## config.mk

```make
export PLATFORM = sky130hd
export DESIGN_NAME = std_latency_buffer
export DESIGN_NICKNAME = d
export VERILOG_FILES = /design/src/rtl/std_latency_buffer_pkg.sv /design/src/rtl/std_latency_buffer_mem.sv /design/src/rtl/std_latency_buffer.sv
export SDC_FILE = /design/constraint.sdc
export NUM_CORES = 1
export LEC_CHECK = 0
export ABC_AREA = 1
export CELL_PAD_IN_SITES_DETAIL_PLACEMENT = 2
export CELL_PAD_IN_SITES_GLOBAL_PLACEMENT = 2
export CORE_ASPECT_RATIO = 1.25
export CORE_MARGIN = 5
export CORE_UTILIZATION = 29
export CTS_CLUSTER_SIZE = 20
export DETAILED_ROUTE_END_ITERATION = 8
export HOLD_SLACK_MARGIN = 0.15
export PLACE_DENSITY = 0.72
export RECOVER_POWER = 25
export SYNTH_ARGS = -nofsm -noshare
export SYNTH_HDL_FRONTEND = slang
export SYNTH_SLANG_ARGS = --single-unit
export TNS_END_PERCENT = 30
```

## constraint.sdc

```tcl
create_clock -name i_clk -period 1.75 [get_ports i_clk]
set_clock_uncertainty 0.2 [all_clocks]
set_input_delay 0.4375 -clock i_clk [delete_from_list [all_inputs] [get_ports i_clk]]
set_output_delay 0.4375 -clock i_clk [all_outputs]
set_load 0.01 [all_outputs]
```

## src/rtl/std_latency_buffer_pkg.sv

```systemverilog
// Shared sizing helpers for the latency buffer: counter and pointer widths derived from DEPTH.
package std_latency_buffer_pkg;

    // Counters must represent every value from 0 to depth inclusive.
    function automatic int calc_cnt_width(input int depth);
        return $clog2(depth + 1);
    endfunction

    function automatic int calc_ptr_width(input int depth);
        return (depth > 1) ? $clog2(depth) : 1;
    endfunction

endpackage

```

## src/rtl/std_latency_buffer_mem.sv

```systemverilog
// Payload storage: DEPTH x TYPE register array, one synchronous write port, asynchronous read port.
module std_latency_buffer_mem
    import std_latency_buffer_pkg::*;
#(
    parameter int  DEPTH  = 4,
    parameter int  ADDR_W = calc_ptr_width(DEPTH),
    parameter type TYPE   = logic
)(
    input  logic              i_clk,
    input  logic              we,
    input  logic [ADDR_W-1:0] waddr,
    input  TYPE               wdata,
    input  logic [ADDR_W-1:0] raddr,
    output TYPE               rdata
);

    TYPE mem_q [DEPTH];

    always_ff @(posedge i_clk) begin
        if (we) begin
            mem_q[waddr] <= wdata;
        end
    end

    assign rdata = mem_q[raddr];

endmodule

```

## src/rtl/std_latency_buffer.sv

```systemverilog
// Credit-managed FIFO that turns the output of a fixed-latency pipeline into a valid/ready stream.
module std_latency_buffer
    import std_latency_buffer_pkg::*;
#(
    parameter int  DEPTH = 4,
    parameter int  WIDTH = 1,
    parameter type TYPE  = logic [WIDTH-1:0]
)(
    input  logic i_clk,
    input  logic i_rst,
    input  logic i_issue,
    output logic o_can_issue,
    input  logic i_valid,
    input  TYPE  i_d,
    output logic o_valid,
    output TYPE  o_d,
    input  logic i_ready
);

    localparam int CNT_W = calc_cnt_width(DEPTH);
    localparam int PTR_W = calc_ptr_width(DEPTH);
    localparam logic [CNT_W-1:0] DEPTH_C = CNT_W'(DEPTH);
    localparam logic [PTR_W-1:0] LAST_C  = PTR_W'(DEPTH - 1);

    logic [CNT_W-1:0] credit;
    logic [CNT_W-1:0] count;
    logic [CNT_W-1:0] in_flight;
    logic [PTR_W-1:0] wr_ptr;
    logic [PTR_W-1:0] rd_ptr;
    logic             take;
    logic             push;
    logic             pop;

    function automatic logic [PTR_W-1:0] next_ptr(input logic [PTR_W-1:0] ptr);
        return (ptr == LAST_C) ? '0 : ptr + 1'b1;
    endfunction

    // Outputs come straight from registers: no path from i_valid/i_d or i_ready.
    assign o_can_issue = (credit != '0);
    assign o_valid     = (count != '0);
    assign take        = i_issue && o_can_issue;
    assign push        = i_valid;
    assign pop         = o_valid && i_ready;

    always_ff @(posedge i_clk) begin
        if (!i_rst) begin
            credit    <= DEPTH_C;
            count     <= '0;
            in_flight <= '0;
            wr_ptr    <= '0;
            rd_ptr    <= '0;
        end else begin
            credit    <= credit - CNT_W'(take) + CNT_W'(pop);
            count     <= count + CNT_W'(push) - CNT_W'(pop);
            in_flight <= in_flight + CNT_W'(take) - CNT_W'(push);
            if (push) begin
                wr_ptr <= next_ptr(wr_ptr);
            end
            if (pop) begin
                rd_ptr <= next_ptr(rd_ptr);
            end
        end
    end

    std_latency_buffer_mem #(
        .DEPTH  (DEPTH),
        .ADDR_W (PTR_W),
        .TYPE   (TYPE)
    ) u_mem (
        .i_clk (i_clk),
        .we    (push),
        .waddr (wr_ptr),
        .wdata (i_d),
        .raddr (rd_ptr),
        .rdata (o_d)
    );

    // Every credit is either available, parked in the FIFO, or travelling through the delay line.
    a_issue_with_credit: assert property (@(posedge i_clk) disable iff (!i_rst)
        i_issue |-> (credit != '0));
    a_push_has_room: assert property (@(posedge i_clk) disable iff (!i_rst)
        push |-> ((count < DEPTH_C) || pop));
    a_credit_invariant: assert property (@(posedge i_clk) disable iff (!i_rst)
        (int'(credit) + int'(count) + int'(in_flight)) == DEPTH);

endmodule

```

==> impl_metrics.yaml <==
logic_synthesis:
  synth_edf_count: 4
  syn_area_um2: 835
  synth.avg_cell_area_um2: 8.69
  synth_top_area_frac: 0.288
  yosys_warnings: 0
  ys_ff_latch: 16
  ys.flop_type: "dfxtp_1"
  synth.largest_area_cell: "dfxtp_1"
  synth_fp_nets: 113
  ys_types: 19
  synthTopCellsByArea: "dfxtp_1 29%, edfxtp_1 14%, ha_1 13%, inv_1 9.9%, nand2_1 7.6%"
  synthArstFlopShare: 0
  yosysSeqAreaShare: 0.432
  synthCells: 96
setup_path:
  reg2reg_from: "count[2]"
  endpoint_kind: "flop"
  worstSetupEndpoint: "count[1]"
  critPathArrivalTime_ns: 1.99
  r2r_cells: 10
  crit_path_start_kind: "flop"
  path_class: "flop to flop"
  r2r_slack_ns: -0.20
  critPathMaxFanout: 3
  rr_endpoint: "count[1]"
  crit_start: "count[2]"
  cp.required_ns: 1.79
timing:
  relSlewSlack: 0.769
  finalSetupViolCount: 5
  setup_ws_ns: -0.203
  hold_violations: 0
  tightest_slew_ns: 0.345
  hold_slack_ns: 0.338
  slew_violations: 0
  fmax_ghz: 0.512
  period_needed_ns: 1.95
  period_share: 1.12
  rsz0062_at_grt: "yes"
clocking:
  hold_buffers: 0
  tritoncts.num_buffers: 3
  clock_latency_ns: 0.29
  clk_pin_slew_ns: 0.10
  tritoncts: "yes"
  cts_buffer_depth: 2
  h-tree-depth: 1
  clock_sinks: 16
  clockRootBuffer: "clkbuf_4"
die:
  placeableCoreArea_um2: 2730
  row_count: 21
  die_w_um: 58.0
  die_area_um2: 4060
  num_io_pins: 9
  die_height_um: 70.0
  initial_core_util: 0.305
run:
  max_cap_viol_count: 0
drt:
  wl_met3_um: 55
  wl_met1_um: 672
  routed-wl-met2_um: 966
  drc: 0
  routed_via_density: 4.30
  vias: 654
  routedWlPerCell_um: 11.3
  topRoutingLayerUsed: "met4"
  firstDrtPassIters: 3
  wl_um: 1730
  ant_nets: 0
  first_iter_violations: 2
pwr:
  switching_share: 0.386
  clkPwrFrac: 0.125
  leakage_nw: 0.554
  seqPwrFrac: 0.350
  ir_drop_mv: 0.549
  intPower_w: 0.000988
  combPwrFrac: 0.524
  power_density_nw_per_um2: 1440
  p_sw_w: 0.000620
layout:
  antenna_cells: 0
  fin_util: 0.408
  drive_above_1_share: 0.373
  stdcell_count: 152
  synthToLayoutAreaGrowth_pct: 33.7
  mostFrequentLayoutCell: "inv_1"
  fin_nets: 136
  layout_common_cells: "17 x inv_1, 16 x nand2_1, 12 x buf_4"
run_status:
  status: "finished, violations left"
  violations: "setup timing"
global_routing:
  grt_overflow_total: 0
  grt_max_degree: 10
  grt_util_all_layers: 0.0997
  grt_pass1_vias: 730
  grt_pass1_wl_um: 3060
  antenna_found_initial: 0
worst_hold_path:
  hold_start: "rd_ptr[1]"
  hold_path_class: "flop to flop"
placement:
  gp_congestion: 0.701
  dp.cells: 147
  dp_hpwl_um: 1450
  io_buffers: 8
## metal layers
metal  track usage  vias up
met5             0        -
met4        0.0541        0
met1        0.0999      315
met2         0.182        7
li1              -      328
met3        0.0239        4
## worst min-delay path by stage
stage / endpoint / cells after the start
finish: rd_ptr[1] / 2
global route: wr_ptr[0] / 2
CTS: rd_ptr[1] / 2
detailed placement: rd_ptr[1] / 2
global placement: rd_ptr[1] / 2
floorplan: flop / 2
## kinds of logic (layout without fill, tap and decap cells)
group,after synthesis,count (layout),synth area share
adder cells (fa/ha/maj),11,11,0.183
AND/OR/NAND/NOR,37,37,0.211
buffers and inverters,24,46,0.114
XOR/XNOR,2,2,0.0210
flip-flops,16,16,0.432
AO/OA/AOI/OAI,6,6,0.0390
## cell type report
type / count / area (µm²)
repair buffers: 20 / 158
fillers: 315 / 1620
well taps: 34 / 42.5
clock buffers: 3 / 22.5
multi-input cells: 56 / 435
inverters: 22 / 85.1
clock inverters: 1 / 3.75
flip-flops and latches: 16 / 369
## power by group through the flow
stage / registers, W / logic (W) / clock network [W]
2_1_floorplan: 0.000536 / 0.000505 / 0
3_3_place_gp: 0.000541 / 0.000787 / 0
3_5_place_dp: 0.000549 / 0.000831 / 0
4_1_cts: 0.000555 / 0.000816 / 0.000213
5_1_grt: 0.000574 / 0.000975 / 0.000231
6_report: 0.000563 / 0.000843 / 0.000202
## worst max-delay path, stage by stage, from the launching register on
cell and delay, ns:
dfxtp_2 0.35, nor2_4 0.12, nand2_4 0.06, nand2_4 0.08, inv_4 0.04, ha_4 0.25
inv_2 0.04, ha_4 0.15, fa_2 0.52, nand2_2 0.05, inv_2 0.05
## synth_stat cells, types with 2 or more instances
cell / n
edfxtp_1: 4
inv_1: 22
nor2_1: 11
dfxtp_1: 12
xnor2_1: 2
o21ai_0: 3
ha_1: 9
nor2_2: 3
nand2_4: 2
a21oi_1: 2
fa_1: 2
nand2_1: 17
## what timing repair did
action	4_1_cts	5_1_grt
setup buffers	0	1
pin swaps	8	5
gates cloned	0	0
resized for setup	23	9
setup endpoints to repair	7	7
## stage by stage
stage / power [W] / area, µm² / TNS [ns] / setup slack, ns
floorplan: 0.00104 / 868 / -0.603 / -0.179
global placement: 0.00133 / 1060 / -2.93 / -0.632
detailed placement: 0.00138 / 1060 / -3.29 / -0.662
CTS: 0.00158 / 1090 / -0.834 / -0.221
global route: 0.00178 / 1120 / -1.08 / -0.279
finish: 0.00161 / 1120 / -0.565 / -0.203
Note: power is estimated with default switching activity, not from simulation.
